File: config.mk
export PLATFORM = sky130hd
export DESIGN_NAME = btn_debounce
export DESIGN_NICKNAME = d
export VERILOG_FILES = /design/src/rtl/btn_debounce.sv
export SDC_FILE = /design/constraint.sdc
export NUM_CORES = 1
export LEC_CHECK = 0
export ABC_AREA = 1
export CORE_ASPECT_RATIO = 1.1
export CORE_MARGIN = 4
export CORE_UTILIZATION = 67
export CTS_BUF_LIST = sky130_fd_sc_hd__clkbuf_2
export DETAILED_ROUTE_END_ITERATION = 12
export PLACE_DENSITY = 0.91
export SETUP_SLACK_MARGIN = 0.5
export SLEW_MARGIN = 25
export SYNTH_ARGS = -nofsm -noshare
export SYNTH_HDL_FRONTEND = slang
export SYNTH_SLANG_ARGS = --single-unit
File: constraint.sdc
create_clock -name clk -period 3.1 [get_ports clk]
set_input_delay 0.62 -clock clk [delete_from_list [all_inputs] [get_ports clk]]
set_output_delay 0.62 -clock clk [all_outputs]
set_load 0.01 [all_outputs]
File: src/rtl/btn_debounce.sv
// btn_debounce: multi-channel switch/button conditioner.
// Each channel passes its raw level through a 2-FF synchronizer and then a
// counter-based debouncer. A new level is accepted only after the
// synchronized input has disagreed with the current output for
// DEBOUNCE_CYCLES consecutive clocks. The accepted level is driven on
// btn_out, and a one-cycle btn_rise/btn_fall pulse marks each change.
// Every output comes straight from a flop, so there is no combinational
// path from btn_in to any output.
//
// Per-channel state view (state_q), kept for checkers and debug:
//   ST_STABLE  : no mismatch is being timed (cnt == 0)
//   ST_PENDING : a mismatch is being timed (cnt != 0)
//
// DEBOUNCE_CYCLES must be at least 2.
module btn_debounce #(
   parameter int N_CH            = 2,
   parameter int DEBOUNCE_CYCLES = 500000
) (
   input  logic            clk,
   input  logic            rst_n,
   input  logic [N_CH-1:0] btn_in,
   output logic [N_CH-1:0] btn_out,
   output logic [N_CH-1:0] btn_rise,
   output logic [N_CH-1:0] btn_fall
);

   // The counter has to hold values up to DEBOUNCE_CYCLES-1.
   localparam int CNT_W = $clog2(DEBOUNCE_CYCLES);
   localparam logic [CNT_W-1:0] CNT_MAX = CNT_W'(DEBOUNCE_CYCLES - 1);

   typedef enum logic {
      ST_STABLE  = 1'b0,
      ST_PENDING = 1'b1
   } state_e;

   // Synchronizer stages. btn_in is asynchronous, so only sync2_q feeds logic.
   logic [N_CH-1:0]            sync1_q, sync1_d;
   logic [N_CH-1:0]            sync2_q, sync2_d;

   // Debounce counters and registered outputs.
   logic [N_CH-1:0][CNT_W-1:0] cnt_q, cnt_d;
   logic [N_CH-1:0]            out_q, out_d;
   logic [N_CH-1:0]            rise_q, rise_d;
   logic [N_CH-1:0]            fall_q, fall_d;

   // State view for each channel.
   state_e                     state_q [N_CH];
   state_e                     state_d [N_CH];

   // Next-state logic for the synchronizer shift and per-channel debounce.
   always_comb begin
      sync1_d = btn_in;
      sync2_d = sync1_q;
      cnt_d   = cnt_q;
      out_d   = out_q;
      rise_d  = '0;
      fall_d  = '0;
      for (int i = 0; i < N_CH; i++) begin
         if (sync2_q[i] == out_q[i]) begin
            // Input agrees with the accepted level. Any pending count is dropped.
            cnt_d[i] = '0;
         end else if (cnt_q[i] != CNT_MAX) begin
            // Input still disagrees. Keep timing the mismatch.
            cnt_d[i] = cnt_q[i] + CNT_W'(1);
         end else begin
            // The mismatch has lasted long enough. Commit the new level and pulse once.
            out_d[i]  = sync2_q[i];
            cnt_d[i]  = '0;
            rise_d[i] = sync2_q[i];
            fall_d[i] = ~sync2_q[i];
         end
      end
   end

   // State view: a channel is pending while its counter is non-zero.
   always_comb begin
      for (int i = 0; i < N_CH; i++) begin
         state_d[i] = (cnt_d[i] != '0) ? ST_PENDING : ST_STABLE;
      end
   end

   // All state registers. Asynchronous reset clears everything, including pulses.
   always_ff @(posedge clk or negedge rst_n) begin
      if (!rst_n) begin
         sync1_q <= '0;
         sync2_q <= '0;
         cnt_q   <= '0;
         out_q   <= '0;
         rise_q  <= '0;
         fall_q  <= '0;
         for (int i = 0; i < N_CH; i++) begin
            state_q[i] <= ST_STABLE;
         end
      end else begin
         sync1_q <= sync1_d;
         sync2_q <= sync2_d;
         cnt_q   <= cnt_d;
         out_q   <= out_d;
         rise_q  <= rise_d;
         fall_q  <= fall_d;
         for (int i = 0; i < N_CH; i++) begin
            state_q[i] <= state_d[i];
         end
      end
   end

   assign btn_out  = out_q;
   assign btn_rise = rise_q;
   assign btn_fall = fall_q;

`ifndef SYNTHESIS
   // Simulation-only invariants, one set per channel.
   for (genvar g = 0; g < N_CH; g++) begin : g_chk
      // A channel never pulses rise and fall together.
      a_no_both : assert property (@(posedge clk) disable iff (!rst_n)
         !(rise_q[g] && fall_q[g]))
         else $error("btn_debounce: rise and fall together on channel %0d", g);
      // A rise pulse coincides with btn_out high.
      a_rise_lvl : assert property (@(posedge clk) disable iff (!rst_n)
         rise_q[g] |-> out_q[g])
         else $error("btn_debounce: rise without high level on channel %0d", g);
      // A fall pulse coincides with btn_out low.
      a_fall_lvl : assert property (@(posedge clk) disable iff (!rst_n)
         fall_q[g] |-> !out_q[g])
         else $error("btn_debounce: fall without low level on channel %0d", g);
      // The state view agrees with the counter.
      a_state : assert property (@(posedge clk) disable iff (!rst_n)
         (state_q[g] == ST_STABLE) == (cnt_q[g] == '0))
         else $error("btn_debounce: state view out of step on channel %0d", g);
   end
`endif

endmodule

==> results.yml <==
run_status:
  status: "finished, final reports clean"
clocking:
  clkTransAtPathRegs_ps: 250
  cts_tree: "done"
  cts-hold-fix-buffers: 0
  cts-root-buf: "clkbuf_2"
  cts_sinks: 48
  cts-resized-gates: 0
  clk_latency_ps: 440
  post-cts-setup-buffers: 0
  h-tree-depth: 2
  numCtsBuffers: 5
  cts_buffer_depth: 2
yosys:
  ys_seq_area_frac: 0.483
  synth_flop_cell: "dfrtp_1"
  yosys_warnings: 0
  synth_edf_count: 0
  ys_top_cells_by_count: "95 x nor2_1, 61 x nand2_1, 48 x dfrtp_1, 39 x inv_1, 25 x nand3_1"
  netlist_area_sq_um: 2490
  synthCells: 330
  synth.most_common_cell: "nor2_1"
  ys_top_cells_by_area: "dfrtp_1 48%, nor2_1 14%, nand2_1 9.2%, inv_1 5.9%, nand3_1 5.0%"
  synth_top_area_share: 0.483
  syn_avg_cell_area_sq_um: 7.54
  synth_seq_cells: 48
  synth.distinct_cells: 19
  synth_top_cell_by_area: "dfrtp_1"
  async_flop_share: 1.00
  synth_nets: 336
global_route:
  antenna_found_initial: 0
  grt_remaining_overflow: 0
  use_met1: 0.281
  grt_usage: 0.239
  grt_max_degree: 49
  top_usage_layer: "met2"
  grt_pass1_wl_microns: 8870
  grt_pass1_vias: 2056
  met2_usage: 0.423
  met3_usage: 0.0418
setup_path:
  critPathMaxFanout: 4
  ff2ff_path_depth: 6
  cp.depth: 1
  r2r_end: "cnt_q[36]"
  crit_start: "btn_out[1]"
  path_delay_family: "buffers and inverters"
  cp_slowest_cell: "clkdlybuf4s50_1"
  critPathArrivalTime_ps: 1430
  max_stage_delay_ps: 550
  r2r_slack_ps: 1510
  path_cells: "clkdlybuf4s50_1"
  critPathCapture: "btn_out[1]"
  critPathBufInv: 1
  startpoint_type: "register"
  end_kind: "primary output"
  crit_type: "reg -> out"
  cp.required_ps: 2480
  timing.rr.start: "btn_out[1]"
place:
  dpl.cell_count: 387
  hpwl_microns: 3700
  gp_congestion: 0.893
  dp_slack_ps: 1560
  io_buffer_count: 9
die:
  die_w_microns: 66.1
  io_pins: 10
  start_util: 0.718
  rows: 22
  die_h_microns: 71.9
  core_area_sq_um: 3470
  die_area_sq_um: 4750
timing:
  fin_crit_sh: 0.662
  hold_violations: 0
  worst_pin_slew_ps: 589
  tns_ps: 0
  max_freq_mhz: 488
  final-setup-viol-count: 0
  slew_headroom: 0.607
  grt_setup_unrepaired: "false"
  worst_slack_ps: 1050
  final_max_slew_viol_count: 0
  fin_crit_ps: 2050
  finClkSkew_ps: 34.9
run:
  drv_cap: 0
routing:
  avgRoutedWirePerCell_microns: 12.7
  vias: 2106
  ant_nets: 0
  drtPass1Iterations: 4
  drt_wl_total_microns: 5010
  via_per_inst: 5.33
  drt_iter0_markers: 115
  drc_errors: 0
finish:
  nets: 352
  area_delta_synth_final_pct: 8.45
  final.fill_count: 263
  drive_gt1_frac: 0.0663
  final_cells: 395
  antenna_cells: 0
power:
  powerDensity_nw_per_um2: 373
  total_power_mw: 1.01
  leakage_nw: 1.14
  peakVddDrop_mv: 0.316
min_path:
  min_path_type: "in -> async"
[worst min path at each step]
| stage | startpoint | end | slack, ps |
|---|---|---|---|
| floorplan | rst_n | btn_fall[0] | 320 |
| global placement | sync1_q[1] | sync2_q[1] | 330 |
| detailed placement | sync1_q[1] | sync2_q[1] | 340 |
| CTS | sync1_q[1] | sync2_q[1] | 350 |
| global route | rst_n | cnt_q[14] | 170 |
| finish | rst_n | cnt_q[14] | 150 |
[layout make-up]
type | instances | area, sq um | share of cell area
clock buffers | 5 | 25.0 | 0.00927
clock inverters | 3 | 37.5 | 0.0139
inverters | 39 | 146 | 0.0542
multi-input cells | 243 | 1140 | 0.423
flip-flops and latches | 48 | 1200 | 0.445
well taps | 48 | 60.1 | 0.0223
repair buffers | 9 | 87.6 | 0.0325
[report_power, final]
part / internal (mW) / leakage [nW] / total (mW) / switching (mW)
Sequential: 0.636 / 0.656 / 0.642 / 0.00634
Combinational: 0.0108 / 0.448 / 0.0399 / 0.0291
Clock: 0.131 / 0.0380 / 0.325 / 0.193
[kinds of logic (layout without fill, tap and decap cells)]
logic type               Yosys count  count (layout)  share of synthesized area
AND/OR/NAND/NOR                  210             210                      0.361
flip-flops                        48              48                      0.483
buffers and inverters             39              56                     0.0588
XOR/XNOR                          16              16                     0.0563
AO/OA/AOI/OAI                     15              15                     0.0307
adder cells (fa/ha/maj)            2               2                     0.0101
[layout by cell type, fill, tap and decap left out]
master,n
xor2_1,11
dfrtp_1,48
o21ai_0,5
nand2_2,4
nand3_1,25
and2_1,2
bufinv_16,1
inv_1,39
nand2_1,61
o22ai_1,1
ha_1,2
buf_4,1
nor3b_1,3
nor2_2,9
nand3_2,2
nor2_4,1
clkdlybuf4s50_1,8
nor2_1,95
clkbuf_2,5
nor3_1,7
xnor2_1,5
nand4_1,1
clkinv_1,2
a21oi_1,9
[sequential cells by signal, summed over array words and instances, names as in the netlist]
register / cells
cnt_q: 38
btn_fall: 2
btn_out: 2
btn_rise: 2
sync1_q: 2
sync2_q: 2
[stage by stage]
stage	hold WS [ps]	area (sq um)	utilization
final	145	2700	0.778
after global placement	334	2630	0.759
after detailed placement	339	2630	0.759
after global routing	171	2700	0.778
after floorplan	324	2490	-
after CTS	352	2700	0.777
[routing by layer]
| layer | vias to the layer above | routed length, microns | share of wire |
|---|---|---|---|
| met5 | - | 0 | 0 |
| met4 | 0 | 102 | 0.020 |
| met3 | 12 | 187 | 0.037 |
| met2 | 53 | 2670 | 0.53 |
| met1 | 994 | 2050 | 0.41 |
| li1 | 1047 | - | - |
Note: power is estimated with default switching activity, not from simulation.
